<file path="src/rtl/pc_sequencer.sv">
// pc_sequencer: fetch-stage program-counter sequencer.
// Builds four next-PC candidates and a 2-bit select for an external mux4x1.
// Registers the mux output back as the PC. Also runs a RUN/ISR interrupt FSM
// that saves a single return address.
// Ports:
//   clk, rst           : clock, async active-high reset
//   stall              : freeze PC, FSM state and savedPc
//   branchTaken/Offset : PC-relative branch (offset relative to PC+1)
//   jump/jumpTarget    : absolute jump
//   irq, reti          : level interrupt request, return from interrupt
//   pcCandidates       : {slot3, slot2, slot1, slot0} to mux inputVal
//   pcSel              : mux select (combinational)
//   pcNext             : mux output y
//   pc, savedPc        : registered PC and return address
//   inIsr, irqAck      : in-ISR flag, one-cycle interrupt-entry pulse
module pc_sequencer #(
  parameter int unsigned     size         = 8,
  parameter logic [size-1:0] RESET_VECTOR = '0,
  parameter logic [size-1:0] IRQ_VECTOR   = size'(8'hF0)
) (
  input  logic              clk,
  input  logic              rst,
  input  logic              stall,
  input  logic              branchTaken,
  input  logic [size-1:0]   branchOffset,
  input  logic              jump,
  input  logic [size-1:0]   jumpTarget,
  input  logic              irq,
  input  logic              reti,
  output logic [size*4-1:0] pcCandidates,
  output logic [1:0]        pcSel,
  input  logic [size-1:0]   pcNext,
  output logic [size-1:0]   pc,
  output logic [size-1:0]   savedPc,
  output logic              inIsr,
  output logic              irqAck
);

  typedef enum logic {
    RUN = 1'b0,
    ISR = 1'b1
  } state_e;

  state_e          state_q, state_d;
  logic [size-1:0] pc_q, pc_d;
  logic [size-1:0] saved_q, saved_d;
  logic            ack_q, ack_d;

  logic [size-1:0] pc_inc;
  logic [size-1:0] slot3;
  logic            take_irq;
  logic            take_reti;

  // Candidate slots; all arithmetic wraps modulo 2^size.
  assign pc_inc       = pc_q + size'(1);
  assign slot3        = (state_q == ISR) ? saved_q : IRQ_VECTOR;
  assign pcCandidates = {slot3, jumpTarget, pc_inc + branchOffset, pc_inc};

  // Priority select; nothing is accepted during reset or stall.
  always_comb begin
    pcSel     = 2'b00;
    take_irq  = 1'b0;
    take_reti = 1'b0;
    if (!rst && !stall) begin
      if (state_q == RUN && irq) begin
        pcSel    = 2'b11;
        take_irq = 1'b1;
      end else if (state_q == ISR && reti) begin
        pcSel     = 2'b11;
        take_reti = 1'b1;
      end else if (jump) begin
        pcSel = 2'b10;
      end else if (branchTaken) begin
        pcSel = 2'b01;
      end
    end
  end

  // Next-state values; a stall holds everything and drops irqAck.
  always_comb begin
    state_d = state_q;
    pc_d    = pc_q;
    saved_d = saved_q;
    ack_d   = 1'b0;
    if (!stall) begin
      pc_d = pcNext;
      if (take_irq) begin
        state_d = ISR;
        saved_d = pc_q;
        ack_d   = 1'b1;
      end else if (take_reti) begin
        state_d = RUN;
      end
    end
  end

  // FSM and PC registers.
  always_ff @(posedge clk or posedge rst) begin
    if (rst) begin
      state_q <= RUN;
      pc_q    <= RESET_VECTOR;
      saved_q <= '0;
      ack_q   <= 1'b0;
    end else begin
      state_q <= state_d;
      pc_q    <= pc_d;
      saved_q <= saved_d;
      ack_q   <= ack_d;
    end
  end

  assign pc      = pc_q;
  assign savedPc = saved_q;
  assign inIsr   = (state_q == ISR);
  assign irqAck  = ack_q;

endmodule

</file>
<file path="config.mk">
export PLATFORM = sky130hd
export DESIGN_NAME = pc_sequencer
export DESIGN_NICKNAME = d
export VERILOG_FILES = /design/src/rtl/pc_sequencer.sv
export SDC_FILE = /design/constraint.sdc
export NUM_CORES = 1
export LEC_CHECK = 0
export ABC_AREA = 1
export ABC_CLOCK_PERIOD_IN_PS = 2200
export BUFFER_PORTS_ARGS = -buffer_cell sky130_fd_sc_hd__buf_2
export CAP_MARGIN = 40
export CORE_ASPECT_RATIO = 0.6
export CORE_MARGIN = 2
export CORE_UTILIZATION = 35
export CTS_CLUSTER_SIZE = 10
export DETAILED_ROUTE_END_ITERATION = 8
export PLACE_DENSITY = 0.7
export SLEW_MARGIN = 20
export SYNTH_ARGS = -nofsm -noshare
export SYNTH_HDL_FRONTEND = slang
export SYNTH_SLANG_ARGS = --single-unit
export TNS_END_PERCENT = 100
</file>
<file path="constraint.sdc">
create_clock -name clk -period 2.2 [get_ports clk]
set_clock_uncertainty 0.15 [all_clocks]
set_input_delay 0.22 -clock clk [delete_from_list [all_inputs] [get_ports clk]]
set_output_delay 0.22 -clock clk [all_outputs]
set_load 0.05 [all_outputs]
</file>
==> results.toml, run 1 <==
[routing]
drt_wl_total_um = 3580
drc_errors = 0
num_vias = 1330
viasPerCell = 4.33
drtIter0Drc = 44
wire_per_inst_um = 11.7
drt-pass1-iter-count = 4
ant_nets = 0

[layout]
diodes = 0
drive_gt1_frac = 0.604
fillers = 311
syn_to_final_growth_pct = 72.8
stdcell_count = 307
seq_area_um2 = 454
fin_area_um2 = 2310
final_nets = 302
multi_input_area_um2 = 997

[synthesis]
ys_types = 27
synth-adder-area-share = 0.0993
synthCells = 168
ys_seq_elements = 18
synth_top_area_cell = "dfrtp_1"
postSynthAreaPerCell_um2 = 7.95
synth_mux_area_frac = 0.0253
synth_ff_type = "dfrtp_1"
synth_most_common_cell = "nand2_1"
yosys.area_share.simple = 0.255
synth_edf_count = 0
synth_area_leaders = "dfrtp_1 34%, nand2_1 11%, ha_1 8.4%"
ys_seq_area_frac = 0.337
synth_compound_area_frac = 0.0852
synth_top_family_by_area = "simple AND/OR/NAND/NOR gates"
synth_top_area_frac = 0.337
syn_nets = 209
synthArstFlopShare = 1.00
synth_area_um2 = 1340
synthTopCellsByCount = "40 x nand2_1, 26 x inv_1, 18 x dfrtp_1"
yosys.area_share.xor_xnor = 0.0655
ys.warnings.count = 0

[die]
io-pin-count = 83
die_area_um2 = 4340
die_h_um = 51.9
start_util = 0.365
die_x_um = 83.8
core_area_um2 = 3660
fp-row-count = 17

[min_path]
hold_path_depth = 2
holdCritPathClass = "in2reg"

[power]
power-per-cell-area_nw_per_um2 = 1010
leakagePower_nw = 1.21
ir_drop_uv = 629
power_mw = 2.34

[worst_setup_path]
worst-path-max-fanout = 4
ff2ff_path_depth = 6
crit_buf_inv = 5
worstSetupPathType = "reg2out"
start_kind = "register"
worstPathRequired_ns = 1.83
crit_chain = "buf_6 > clkinvlp_4 > nor3_4 > xor2_4 > ha_4 > nand2_2 > inv_1 > nand2_1 > nand2_1 > nor2_2 > inv_1 > nand2_2 > nand2_4 > buf_8"
crit_path_end_kind = "primary output"
slowest_stage = "dfrtp_2"
path_depth = 14
cpLargestDelayFamily = "simple AND/OR/NAND/NOR gates"
slowest_delay_ns = 0.40
cp.arrival_ns = 2.31

[placement]
place.gp.congestion = 0.691
dp_hpwl_um = 2800
dpl_cell_area_um2 = 2030
port_buffers = 66
dp.cells = 293

[global_route]
antenna_found_initial = 0
first_global_vias = 1279
grt_overflow = 0
grt_usage = 0.174
grt_pass1_wl_um = 5930
grt_max_degree = 19

[outcome]
outcome = "complete, but fails checks"
violations = "negative setup slack"

[sta]
maxSlewViolCount = 0
whs_ns = 0.0483
fmax_ghz = 0.374
final.setup.worst_slack_ns = -0.476
setup-violations-final = 7
rsz0062_at_grt = "true"
layout_min_cycle_time_ns = 2.68
slew_headroom = 0.524
hold_viol = 0
tightest_slew_ns = 0.714
tns_ns = -2.52
fin_crit_sh = 1.22

[clocking]
h-tree-depth = 1
numCtsBuffers = 3
clk_pin_slew_ns = 0.07
cts_root_buffer = "clkbuf_8"
clk_path_buf_depth = 2
cts.sinks = 18
clk_latency_ns = 0.25
cts_tree = "built"

[job]
maxCapViolations = 0
-- cells in the final DEF (no fill, tap or decap), types with 2 or more instances in the layout --
cell type  Yosys  final
buf_4          8     27
nor2_2         1      4
clkbuf_8       0      3
nor2_1        10      7
a21oi_1        8      6
ha_1           9      2
nor2_4         2      2
xor2_4         0      5
o21ai_0        5      5
inv_1         26     23
buf_2          2     58
ha_4           0      7
nand3_2        2      4
dfrtp_1       18     15
buf_6          0     11
nand2_2        5      9
dfrtp_2        0      3
nand3_1        6      4
nand2_4        1      2
nand2_1       40     35
xor2_1         7      2
mux2_2         3      3
inv_2          1      3
o21ai_2        4      4
-- power by group --
| group | total (mW) | switching, mW | internal, mW | leakage (nW) |
|---|---|---|---|---|
| Sequential | 0.465 | 0.0643 | 0.401 | 0.212 |
| Combinational | 1.63 | 1.08 | 0.551 | 0.980 |
| Clock | 0.237 | 0.109 | 0.129 | 0.0228 |
| Total | 2.34 | 1.26 | 1.08 | 1.21 |
-- cell families (layout without fill, tap and decap cells) --
| logic type | count (synthesis) | in the layout |
|---|---|---|
| AOI/OAI and AO/OA | 19 | 19 |
| xor gates and xnor gates | 10 | 10 |
| adders and majority gates | 10 | 10 |
| buffers and inverters | 38 | 130 |
| DFF | 18 | 18 |
| muxes | 3 | 3 |
| and+or+nand+nor | 70 | 70 |
-- worst reg2reg max path, delay by kind of cell (launching register included) --
family | cells | cell delay [ns]
buffers and inverters | 2 | 0.22
AO/OA/AOI/OAI | 1 | 0.05
flip-flops | 1 | 0.53
AND/OR/NAND/NOR | 3 | 0.45
-- registers in the layout, summed over array words and instances, names as in the netlist --
register,flops
pc,8
inIsr,1
savedPc,8
irqAck,1
-- path summary, 6_finish.rpt --
path                             from          endpoint  slack (ns)
max                             pc[0]  pcCandidates[15]       -0.48
min                         pcNext[6]             pc[6]        0.05
min reg2reg                savedPc[3]        savedPc[3]        0.36
max in group asynchronous         rst             pc[0]        0.91
min in group asynchronous         rst        savedPc[2]        0.49
max reg2reg                     inIsr        savedPc[3]        0.70
-- per-layer routing --
metal / share of wire / global-route usage / vias to the layer above
met5: 0 / 0 / -
met4: 0 / 0.0269 / 0
met3: 0.062 / 0.0444 / 0
met2: 0.44 / 0.284 / 41
met1: 0.49 / 0.241 / 599
li1: - / - / 690
-- metrics by stage --
step | worst slack [ns] | utilization
finish | -0.476 | 0.631
global route | -0.646 | 0.631
CTS | -0.509 | 0.619
detailed placement | -0.439 | 0.555
global placement | -0.322 | 0.555
floorplan | -0.788 | -
-- what timing repair did --
action	4_1_cts	5_1_grt
pin swaps	12	10
endpoints found under the hold margin	18	0
gates resized for setup	31	8
buffers inserted	6	4
hold buffers	1	0
setup endpoints to repair	7	8
-- area by class of cell --
class / count / area share
well taps: 47 / 0.0255
multi-input cells: 112 / 0.432
repair buffers: 98 / 0.278
clock buffers: 4 / 0.0195
inverters: 28 / 0.0482
flip-flops and latches: 18 / 0.197
No activity file was read; power rests on OpenSTA's default activity.
==> run 2: changes to the inputs <==
--- a/config.mk
+++ b/config.mk
@@ -5,7 +5,7 @@
 export SDC_FILE = /design/constraint.sdc
 export NUM_CORES = 1
 export LEC_CHECK = 0
-export ABC_AREA = 1
+export ABC_AREA = 0
 export ABC_CLOCK_PERIOD_IN_PS = 2200
 export BUFFER_PORTS_ARGS = -buffer_cell sky130_fd_sc_hd__buf_2
 export CAP_MARGIN = 40
@@ -14,7 +14,7 @@
 export CORE_UTILIZATION = 35
 export CTS_CLUSTER_SIZE = 10
 export DETAILED_ROUTE_END_ITERATION = 8
-export PLACE_DENSITY = 0.7
+export PLACE_DENSITY = 0.71
 export SLEW_MARGIN = 20
 export SYNTH_ARGS = -nofsm -noshare
 export SYNTH_HDL_FRONTEND = slang
==> results.toml, run 2 <==
[synthesis]
synthArstFlopShare = 1.00
synth_edf_count = 0
synthTopCellsByCount = "18 x dfrtp_1, 16 x mux2_2, 9 x ha_1"
synthCells = 118
ys_seq_elements = 18
synth_ff_type = "dfrtp_1"
ys_seq_area_frac = 0.357
ys.warnings.count = 0
synth_area_um2 = 1260
postSynthAreaPerCell_um2 = 10.7
synth_top_area_cell = "dfrtp_1"
syn_nets = 159
synth_area_leaders = "dfrtp_1 36%, mux2_2 14%, ha_1 8.9%"
ys_types = 30
synth_top_area_frac = 0.357
synth_most_common_cell = "dfrtp_1"

[routing]
drt-pass1-iter-count = 5
drtIter0Drc = 38
viasPerCell = 4.62
drc_errors = 0
wire_per_inst_um = 13.3
num_vias = 1179
ant_nets = 0
drt_wl_total_um = 3400

[die]
fp-row-count = 16
core_area_um2 = 3340
io-pin-count = 83
die_h_um = 50.5
start_util = 0.378
die_area_um2 = 4120
die_x_um = 81.5

[global_route]
first_global_vias = 1238
grtUsageMet2 = 0.302
grtUsageMet3 = 0.0450
use_met1 = 0.255
grt_usage = 0.185
grt_overflow = 0
grt_max_degree = 19
grt_busiest_layer = "met2"
grt_pass1_wl_um = 5830
antenna_found_initial = 0

[worst_setup_path]
worstSetupPathType = "reg2out"
crit-reg2reg-launch = "inIsr"
ff2ff_path_depth = 2
start_kind = "register"
critPathLaunch = "pc[0]"
worst-path-max-fanout = 5
crit_path_end_kind = "primary output"
reg2reg_slack_ns = 0.65
rr_endpoint = "savedPc[7]"
worstPathRequired_ns = 1.83
cp.arrival_ns = 2.45
endpoint = "pcCandidates[15]"

[layout]
fin_area_um2 = 2250
stdcell_count = 255
syn_to_final_growth_pct = 78.5
drive_gt1_frac = 0.748
final_nets = 252
final_cell_mix = "59 x buf_2, 32 x buf_4, 16 x mux2_2"
diodes = 0
mostFrequentLayoutCell = "buf_2"

[sta]
slew_headroom = 0.539
fin_crit_sh = 1.28
hold_viol = 0
final.setup.worst_slack_ns = -0.617
whs_ns = 0.0503
tightest_slew_ns = 0.690
rsz0062_at_grt = "true"
layout_min_cycle_time_ns = 2.82
maxSlewViolCount = 0
setup-violations-final = 6
fmax_ghz = 0.355

[outcome]
violations = "negative setup slack"
outcome = "complete, but fails checks"

[clocking]
cts_tree = "built"
clk_path_buf_depth = 2
h-tree-depth = 1
clk_pin_slew_ns = 0.07
cts.sinks = 18
clk_latency_ns = 0.25
cts_root_buffer = "clkbuf_8"
numCtsBuffers = 3

[placement]
dp_hpwl_um = 2730
dpl_cell_area_um2 = 2080
place.gp.congestion = 0.705
port_buffers = 66
dp.cells = 245

[min_path]
holdCritPathClass = "in2reg"

[power]
leakagePower_nw = 1.04
power-per-cell-area_nw_per_um2 = 1060
ir_drop_uv = 768
power_mw = 2.40

[job]
maxCapViolations = 0
==> run 2: cell types whose count changed after synthesis, sizes merged, moves of 3 or more <==
cell / change
nand2: -38
inv: -22
mux2: +13
o21ai: -9
nor2: -6
a21oi: -4
and2: +4
nand2b: +4
nand3: -3
==> run 2: how the worst min path moves through the flow <==
stage	end	cells after the start	start	slack [ns]
global route	pc[1]	2	pcNext[1]	0.04
detailed placement	savedPc[3]	2	rst	0.25
CTS	pc[1]	2	pcNext[1]	0.04
floorplan	inIsr	1	rst	0.008
finish	pc[1]	2	pcNext[1]	0.05
global placement	savedPc[3]	2	rst	0.22
==> run 2: cell families (layout without fill, tap and decap cells) <==
| logic type | count (synthesis) | after routing | synth area share |
|---|---|---|---|
| AND/OR/NAND/NOR | 32 | 32 | 0.140 |
| buffers and inverters | 16 | 108 | 0.0783 |
| flip-flops | 18 | 18 | 0.357 |
| XOR/XNOR | 12 | 12 | 0.0941 |
| multiplexers | 17 | 17 | 0.151 |
| AO/OA/AOI/OAI | 13 | 13 | 0.0753 |
| adder cells (fa/ha/maj) | 10 | 10 | 0.105 |
==> run 2: cell type report <==
cell class / count / area, um^2
clock buffer: 4 / 55.1
fill: 249 / 1090
inverter: 6 / 26.3
multi-input combinational: 84 / 1020
sequential: 18 / 465
tap: 45 / 56.3
timing repair buffer: 98 / 626
==> run 2: power by group <==
part           internal [mW]  leakage, nW  switching, mW
registers              0.414        0.209         0.0841
logic                  0.576        0.805           1.05
clock network          0.159       0.0288          0.111
total                   1.15         1.04           1.25
==> run 2: routing by layer <==
layer	vias up	routed length [um]
li1	579	-
met3	2	240
met5	-	0
met2	47	1590
met4	0	4
met1	551	1560
==> run 2: timing repair <==
item | in CTS | in global routing
endpoints found under the setup margin | 7 | 7
setup buffers | 4 | 1
gates resized for setup | 20 | 1
hold endpoints to repair | 18 | 0
hold buffers | 1 | 0
pin swaps | 12 | 6
==> run 2: worst max-delay path, stage by stage (launching register included) <==
cell	delay (ns)
dfrtp_4	0.51
ha_4	0.20
nand3_4	0.12
xnor2_4	0.14
ha_4	0.24
nand3_2	0.06
o211ai_1	0.08
buf_4	0.15
a311oi_2	0.21
buf_4	0.18
xor2_4	0.15
buf_8	0.16
==> run 2: metrics by stage <==
step / TNS [ns] / util / setup slack, ns
2_1_floorplan: -3.18 / - / -0.767
6_report: -2.38 / 0.674 / -0.617
4_1_cts: -2.44 / 0.671 / -0.592
3_3_place_gp: -1.27 / 0.622 / -0.420
5_1_grt: -2.94 / 0.674 / -0.709
3_5_place_dp: -1.37 / 0.622 / -0.436
